**src/rtl/p405s_litPkg.sv**
```systemverilog
// Literal sequencer shared definitions.
// Control encodings, class codes and state encoding.
package p405s_litPkg;

   typedef enum logic [1:0] {
      IDLE  = 2'b00,
      STEP1 = 2'b01,
      STEP2 = 2'b10
   } litState_t;

   localparam logic [0:4] LIT_ZERO  = 5'b00100;
   localparam logic [0:4] LIT_SEXT  = 5'b10000;
   localparam logic [0:4] LIT_SHIFT = 5'b11100;
   localparam logic [0:4] LIT_UIMM  = 5'b00000;
   localparam logic [0:4] LIT_SPR   = 5'b00001;
   localparam logic [0:4] LIT_SMR   = 5'b00010;
   localparam logic [0:4] LIT_MSR1  = 5'b00101;
   localparam logic [0:4] LIT_MSR2  = 5'b01110;

   localparam logic [0:2] CLS_NONE   = 3'b000;
   localparam logic [0:2] CLS_SEXT   = 3'b001;
   localparam logic [0:2] CLS_SHIFT  = 3'b010;
   localparam logic [0:2] CLS_UIMM   = 3'b011;
   localparam logic [0:2] CLS_SPR    = 3'b100;
   localparam logic [0:2] CLS_SMR    = 3'b101;
   localparam logic [0:2] CLS_MSR    = 3'b110;
   localparam logic [0:2] CLS_DCRCLR = 3'b111;

   function automatic logic isTwoStep(input logic [0:2] cls);
      return (cls == CLS_MSR) || (cls == CLS_DCRCLR);
   endfunction

endpackage

```
**src/rtl/p405s_litSeqDcd.sv**
```systemverilog
// Literal class/step decoder.
// Maps (class, step) to the literal-control bus.
module p405s_litSeqDcd
   import p405s_litPkg::*;
(
   input  logic [0:2] litCls,
   input  logic       step2,
   output logic [0:4] cntl,
   output logic       twoStep
);

   // Pure lookup of the control word for the given step.
   always_comb begin
      cntl    = LIT_ZERO;
      twoStep = isTwoStep(litCls);
      unique case (litCls)
         CLS_NONE:   cntl = LIT_ZERO;
         CLS_SEXT:   cntl = LIT_SEXT;
         CLS_SHIFT:  cntl = LIT_SHIFT;
         CLS_UIMM:   cntl = LIT_UIMM;
         CLS_SPR:    cntl = LIT_SPR;
         CLS_SMR:    cntl = LIT_SMR;
         CLS_MSR:    cntl = step2 ? LIT_MSR2 : LIT_MSR1;
         CLS_DCRCLR: cntl = step2 ? LIT_ZERO : LIT_SPR;
         default:    cntl = LIT_ZERO;
      endcase
   end

endmodule

```
**src/rtl/p405s_litseqcntl.sv**
```systemverilog
// Execute-stage literal sequencer.
// Issues one or two literal-control steps per accepted request.
module p405s_litseqcntl
   import p405s_litPkg::*;
(
   input  logic       CB,
   input  logic       syncRstL,
   input  logic       dcdLitVal,
   input  logic [0:2] dcdLitOp,
   output logic       dcdLitAck,
   input  logic       exeHold,
   input  logic       exeFlush,
   output logic [0:4] litCntl,
   output logic       litVal,
   output logic       litLast
);

   litState_t  stateQ, stateD;
   logic [0:2] clsQ, clsD;
   logic [0:4] dcdCntl, cntlD;
   logic       twoStep, valD, lastD;
   logic       accept, start, frozen;

   // A non-idle step under hold is frozen; an idle
   // sequencer still takes requests it acknowledges.
   assign frozen = exeHold && (stateQ != IDLE);

   assign dcdLitAck = ~exeFlush
                    & ((stateQ == IDLE) | (litLast & ~exeHold));
   assign accept = dcdLitVal & dcdLitAck;
   assign start  = accept & (dcdLitOp != CLS_NONE);

   // Next state and class capture.
   always_comb begin
      stateD = stateQ;
      clsD   = clsQ;
      if (accept) clsD = dcdLitOp;
      if (exeFlush) begin
         stateD = IDLE;
      end else if (!frozen) begin
         unique case (stateQ)
            IDLE:    stateD = start ? STEP1 : IDLE;
            STEP1: begin
               if (isTwoStep(clsQ)) stateD = STEP2;
               else stateD = start ? STEP1 : IDLE;
            end
            STEP2:   stateD = start ? STEP1 : IDLE;
            default: stateD = IDLE;
         endcase
      end
   end

   p405s_litSeqDcd uDcd (
      .litCls  (clsD),
      .step2   (stateD == STEP2),
      .cntl    (dcdCntl),
      .twoStep (twoStep)
   );

   // Output values for the step that becomes current.
   always_comb begin
      cntlD = LIT_ZERO;
      valD  = 1'b0;
      lastD = 1'b0;
      if (stateD != IDLE) begin
         cntlD = dcdCntl;
         valD  = 1'b1;
         lastD = (stateD == STEP2) | ~twoStep;
      end
   end

   // State and registered outputs with synchronous reset.
   always_ff @(posedge CB) begin
      if (!syncRstL) begin
         stateQ  <= IDLE;
         clsQ    <= CLS_NONE;
         litCntl <= LIT_ZERO;
         litVal  <= 1'b0;
         litLast <= 1'b0;
      end else begin
         stateQ  <= stateD;
         clsQ    <= clsD;
         litCntl <= cntlD;
         litVal  <= valD;
         litLast <= lastD;
      end
   end

endmodule

```
**config.mk**
```make
export PLATFORM = sky130hd
export DESIGN_NAME = p405s_litseqcntl
export DESIGN_NICKNAME = d
export VERILOG_FILES = /design/src/rtl/p405s_litPkg.sv /design/src/rtl/p405s_litSeqDcd.sv /design/src/rtl/p405s_litseqcntl.sv
export SDC_FILE = /design/constraint.sdc
export NUM_CORES = 1
export LEC_CHECK = 0
export CAP_MARGIN = 20
export CORE_MARGIN = 5
export CORE_UTILIZATION = 44
export DETAILED_ROUTE_END_ITERATION = 8
export GPL_ROUTABILITY_DRIVEN = 0
export PLACE_DENSITY = 0.74
export SYNTH_ARGS = -nofsm -noshare
export SYNTH_HDL_FRONTEND = slang
export SYNTH_SLANG_ARGS = --single-unit
```
**constraint.sdc**
```tcl
create_clock -name CB -period 2.1 [get_ports CB]
set_clock_uncertainty 0.1 [all_clocks]
set_input_delay 0.525 -clock CB [delete_from_list [all_inputs] [get_ports CB]]
set_output_delay 0.525 -clock CB [all_outputs]
set_load 0.02 [all_outputs]
```
# Word level (Yosys, flattened, before mapping)
# Cells that the tools add are included.
[totals] romBits=0 output_inout_bits=8 reg_bits=12 in_bits=8 latchBits=0 wordCells=46 n_memories=0 ramBits=0
[classes] eq_ne=12 reduce_logical=10 order_cmp=0 mux=10 div_mod_pow=0 shift=0 multipliers=0 n_bitwise=9 n_addsub=0
[ops] operator="$pmux 5 s8" count=1
[ops] operator="$eq 3x3->1 const B" count=6
[ops] operator="$eq 3x2->1 const B" count=2
[ops] operator="$mux 2" count=3
[ops] operator="$mux 3" count=2
[ops] operator="$and 1x1->1" count=4
[ops] operator="$eq 2x2->1 const B" count=2
[ops] operator="$mux 4" count=1
[ops] operator="$pmux 2 s2" count=1
[ops] operator="$reduce_bool 2->1" count=2
[ops] operator="$eq 3x1->1 const B" count=1
[ops] operator="$logic_not 3->1" count=1
[ops] operator="$not 1->1" count=3
[ops] operator="$reduce_bool 3->1" count=1
[ops] operator="$eq 2x1->1 const B" count=1
[ops] operator="$logic_not 2->1" count=1
[ops] operator="$logic_or 1x1->1" count=2
[ops] operator="$mux 1" count=2
[ops] operator="$or 1x1->1" count=2
[ops] operator="$reduce_and 2->1" count=1
[ops] operator="$reduce_or 2->1" count=1
[ops] operator="$logic_and 1x1->1" count=1

# Longest topological paths before layout
# Gate-level depths: netlist of the first run.
[logic_depth] ltp_word=14 ltp_mapped=6 mapped_depth_nobuf=6

# By module
# A second synthesis of the first run with hierarchy kept.
[unflattened] cells_unflattened=63 area_unflattened_um2=573.0
[modules_own_cells] mod="p405s_litseqcntl" area_per_inst_um2=500.5 instances=1 seq_area_each_um2=240.2 cells_each=51
[modules_own_cells] mod="p405s_litSeqDcd" area_per_inst_um2=72.6 instances=1 seq_area_each_um2=0.0 cells_each=12

# Worst setup path after synthesis of the first run
# Ideal clock, no wire load.
[synth_timing] path_kind="input to register" start="input exeFlush" end="register litCntl[0] in the netlist's numbering" setup_slack_ps=421 setup_ps=116 required_time_ps=1884 arrival_time_ps=1463 path_buffers=0 stages=5 cell_sequence="and2b_1 -> o21ai_4 -> mux2i_1 -> nor2_2 -> o211a_1"
[synth_via] elab_chain_len=11 word_cells_on_any_way=21 classes_between="7 x eq/ne; 7 x mux; 4 x bitwise; 3 x reduce/logical"
[synth_rtl] item="start, declared" line="p405s_litseqcntl.sv:12" rtl="input logic exeFlush,"
[synth_rtl] item="$not 1->1" line="p405s_litseqcntl.sv:28" rtl="assign dcdLitAck = ~exeFlush"
[synth_rtl] item="$and 1x1->1" line="p405s_litseqcntl.sv:29" rtl="& ((stateQ == IDLE) | (litLast & ~exeHold));"
[synth_rtl] item="$and 1x1->1" line="p405s_litseqcntl.sv:30" rtl="assign accept = dcdLitVal & dcdLitAck;"
[synth_rtl] item="$and 1x1->1" line="p405s_litseqcntl.sv:31" rtl="assign start = accept & (dcdLitOp != CLS_NONE);"
[synth_rtl] item="$mux 1" line="p405s_litseqcntl.sv:42, p405s_litseqcntl.sv:45, p405s_litseqcntl.sv:47"
[synth_rtl] item="$mux 2" line="p405s_litseqcntl.sv:44" rtl="if (isTwoStep(clsQ)) stateD = STEP2;"
[synth_rtl] item="$pmux 2 s2" line="p405s_litseqcntl.sv:41" rtl="unique case (stateQ)"
[synth_rtl] item="$mux 2" line="p405s_litseqcntl.sv:40" rtl="end else if (!frozen) begin"
[synth_rtl] item="$mux 2" line="p405s_litseqcntl.sv:38" rtl="if (exeFlush) begin"
[synth_rtl] item="$reduce_bool 2->1" line="p405s_litseqcntl.sv:65" rtl="if (stateD != IDLE) begin"
[synth_rtl] item="$reduce_and 2->1 (no line)"
[synth_rtl] item="end signal, assigned" line="p405s_litseqcntl.sv:83" rtl="litCntl <= cntlD;"
[synth_rtl] item="end, declared" line="p405s_litseqcntl.sv:13" rtl="output logic [0:4] litCntl,"
# Parallel ways exist; a longest one is shown, timed or not.
# A chain may end at the register's enable or synchronous reset.

# Final worst setup path of the first run
[layout_timing] start="input exeFlush" end="register litCntl[3] in the netlist's numbering"
[layout_via] elab_chain_len=12 word_cells_on_any_way=23 classes_between="8 x eq/ne; 8 x mux; 4 x bitwise; 3 x reduce/logical"
[layout_rtl] item="$not 1->1" line="p405s_litseqcntl.sv:28"
[layout_rtl] item="$and 1x1->1" line="p405s_litseqcntl.sv:29"
[layout_rtl] item="$and 1x1->1" line="p405s_litseqcntl.sv:30"
[layout_rtl] item="$and 1x1->1" line="p405s_litseqcntl.sv:31"
[layout_rtl] item="$mux 1" line="p405s_litseqcntl.sv:42, p405s_litseqcntl.sv:45, p405s_litseqcntl.sv:47"
[layout_rtl] item="$mux 2" line="p405s_litseqcntl.sv:44"
[layout_rtl] item="$pmux 2 s2" line="p405s_litseqcntl.sv:41"
[layout_rtl] item="$mux 2" line="p405s_litseqcntl.sv:40"
[layout_rtl] item="$mux 2" line="p405s_litseqcntl.sv:38"
[layout_rtl] item="$eq 2x2->1" line="p405s_litseqcntl.sv:55" rtl=".step2 (stateD == STEP2),"
[layout_rtl] item="$mux 4" line="p405s_litSeqDcd.sv:23" rtl="CLS_MSR: cntl = step2 ? LIT_MSR2 : LIT_MSR1;"
[layout_rtl] item="$pmux 5 s8" line="p405s_litSeqDcd.sv:16" rtl="unique case (litCls)"
# Parallel ways exist; a longest one is shown, timed or not.

==> results of run 1 <==
metrics by stage:
stage	setup WS (ns)	total power, uW	area (um2)	hold WS [ns]	setup TNS, ns
after global routing	0.0754	543	895	0.499	0
after global placement	-0.333	328	833	0.428	-1.42
after CTS	0.0602	512	865	0.446	0
final	0.128	517	895	0.450	0
after floorplan	0.421	284	582	0.401	0
after detailed placement	-0.391	329	833	0.435	-1.62
registers in the layout, indices dropped and copies added, names as in the netlist:
name and count:
clsQ 3, litCntl 5, litLast 1, litVal 1, stateQ 2
worst max-delay path by stage:
stage / from / to / slack, ns
after global placement: exeHold / dcdLitAck / -0.33
after global routing: exeFlush / litCntl[3]$_SDFF_PN0_ / 0.08
after detailed placement: exeHold / dcdLitAck / -0.39
after floorplan: exeFlush / litCntl[0]$_SDFF_PN0_ / 0.42
after CTS: exeHold / dcdLitAck / 0.06
final: exeFlush / litCntl[3]$_SDFF_PN0_ / 0.13
cell type report:
type / instances / share of cell area (%)
repair buffers: 27 / 27.4
inverters: 2 / 1.12
multi-input cells: 47 / 38.5
flip-flops and latches: 12 / 26.9
well taps: 15 / 2.10
clock buffers: 4 / 4.06
where the power goes:
| part | internal (uW) | leakage, uW | total [uW] | switching [uW] |
|---|---|---|---|---|
| registers | 233 | 0.0000973 | 237 | 4.19 |
| clock network | 105 | 0.0000210 | 187 | 81.5 |
| logic | 53.4 | 0.000260 | 93.2 | 39.8 |
| total | 392 | 0.000379 | 517 | 125 |
placed cells by master, fill, tap and decap left out, types with 2 or more instances in the layout:
cell type / count
clkdlybuf4s50_1: 13
dfxtp_1: 12
buf_4: 10
nor2_1: 6
a21oi_1: 6
clkbuf_4: 3
mux2i_2: 2
nand3b_1: 2
nand2b_1: 2
o21ai_0: 2
nor2b_1: 2
or2b_1: 2
nand2_1: 2
buf_6: 2
layer usage:
layer,vias to the layer above,global-route usage [%],part of all wire [%]
li1,281,-,-
met3,2,3.52,6.8
met1,239,18.1,46
met4,0,10.2,0.78
met5,-,0,0
met2,16,20.3,46
cell families (layout without fill, tap and decap cells):
group                  count (synthesis)  count (layout)  share of synthesized area [%]
buffers and inverters                  2              33                           1.72
AOI/OAI and AO/OA                     16              16                           20.4
muxes                                  5               5                           9.68
DFF                                   12              12                           41.3
and+or+nand+nor                       26              26                           26.9
critical path, cell delays in order:
cell             delay, ns
clkdlybuf4s50_1       0.50
and2b_1               0.22
o21ai_4               0.11
buf_6                 0.14
mux2_4                0.34
a2bb2oi_1             0.16
nor2_1                0.09
what timing repair did:
| action | CTS | global route |
|---|---|---|
| setup buffers | 0 | 1 |
| gates resized for setup | 4 | 6 |
| setup endpoints to repair | 1 | 2 |
| pin swaps | 0 | 1 |
| endpoints found under the hold margin | 0 | 0 |
==> impl_metrics.json, run 1 <==
{
  "numCtsBuffers": 3,
  "yosysWarnings": 0,
  "area_growth_pct": 53.8,
  "end_kind": "register",
  "startpoint_type": "input port",
  "avgSynthCellArea_um2": 9.54,
  "finalSetupViolCount": 0,
  "syn_area_um2": 582,
  "r2r-start": "litLast$_SDFF_PN0_",
  "dieArea_um2": 2150,
  "grt_use_total_pct": 14.2,
  "outcome": "finished clean",
  "tightestPinTransition_ns": 0.248,
  "antenna_found_initial": 0,
  "dr_total_vias": 538,
  "syn_nets": 69,
  "synth_seq_area_share_pct": 41.3,
  "ys_ff_latch": 12,
  "grt_overflow": 0,
  "synth_flop_cell": "dfxtp_1",
  "slew_headroom_pct": 83.4,
  "ios": 16,
  "grt_pass1_vias": 495,
  "rsz0062_at_grt": "no",
  "coreArea_um2": 1270,
  "grt_pass1_wl_mm": 2.13,
  "synth-edff-count": 0,
  "r2r_end": "litCntl[3]$_SDFF_PN0_",
  "finalCriticalPeriod_ns": 1.97,
  "utilization_pct": 70.5,
  "min_path_cells": 2,
  "clk_pin_slew_ns": 0.08,
  "synthArstFlopShare_pct": 0,
  "die_y_um": 46.4,
  "cp.required_ns": 2.21,
  "hold_start": "stateQ[1]$_SDFF_PN0_",
  "powerDensity_nw_per_um2": 578,
  "synthTopCellsByCount": "dfxtp_1, a21oi_1, nor2_1, mux2i_1",
  "chipWidth_um": 46.4,
  "max_freq_mhz": 507,
  "yosys-top-cells-area": "dfxtp_1, a21oi_1, mux2i_1",
  "power_leakage_uw": 0.000379,
  "io_buffers": 15,
  "wl_per_cell_um": 11.9,
  "vias_per_cell": 5.03,
  "antenna-diode-count": 0,
  "htreeDepth": 1,
  "grt_max_degree": 8,
  "critPathMaxFanout": 6,
  "synthCells": 61,
  "hold_end": "stateQ[1]$_SDFF_PN0_",
  "dp_hpwl_um": 963,
  "cts_hold_buf": 0,
  "drc": 0,
  "postRouteAntennaNets": 0,
  "r2r_cells": 7,
  "critical_path_class": "in -> reg",
  "first_iter_violations": 11,
  "placed_cells": 102,
  "yosysMostFrequentCell": "dfxtp_1",
  "layout-drive-gt1-share_pct": 32.6,
  "initial_core_util_pct": 45.9,
  "cts_tree": "built",
  "cp.arrival_ns": 2.08,
  "layout.nets": 101,
  "worstSkewPairLatency_ns": 0.27,
  "hold_violations": 0,
  "peakVddDrop_uv": 414,
  "clock-sinks": 12,
  "fin_crit_sh_pct": 93.9,
  "drtPass1Iterations": 4,
  "fillCellCount": 102,
  "wl_mm": 1.28,
  "r2r_slack_ns": 0.37,
  "clock_path_buffers": 2,
  "cts_root_buf": "clkbuf_4",
  "synth_top_area_share_pct": 41.3,
  "num_rows": 13,
  "multi_input_area_um2": 344,
  "synth_cell_types": 31,
  "hold_class": "reg -> reg",
  "finalMaxSlewViolations": 0,
  "drv_cap": 0,
  "register_area_um2": 240,
  "yosysTopAreaCell": "dfxtp_1",
  "fin_cells": 107
}
Note: power is estimated with default switching activity, not from simulation.
==> run 2: changes to the inputs <==
--- a/config.mk
+++ b/config.mk
@@ -5,6 +5,7 @@
 export SDC_FILE = /design/constraint.sdc
 export NUM_CORES = 1
 export LEC_CHECK = 0
+export ABC_CLOCK_PERIOD_IN_PS = 2100
 export CAP_MARGIN = 20
 export CORE_MARGIN = 5
 export CORE_UTILIZATION = 44
==> results of run 2 <==
Same layout as run 1: the final DEF is identical, and so are final timing and power.
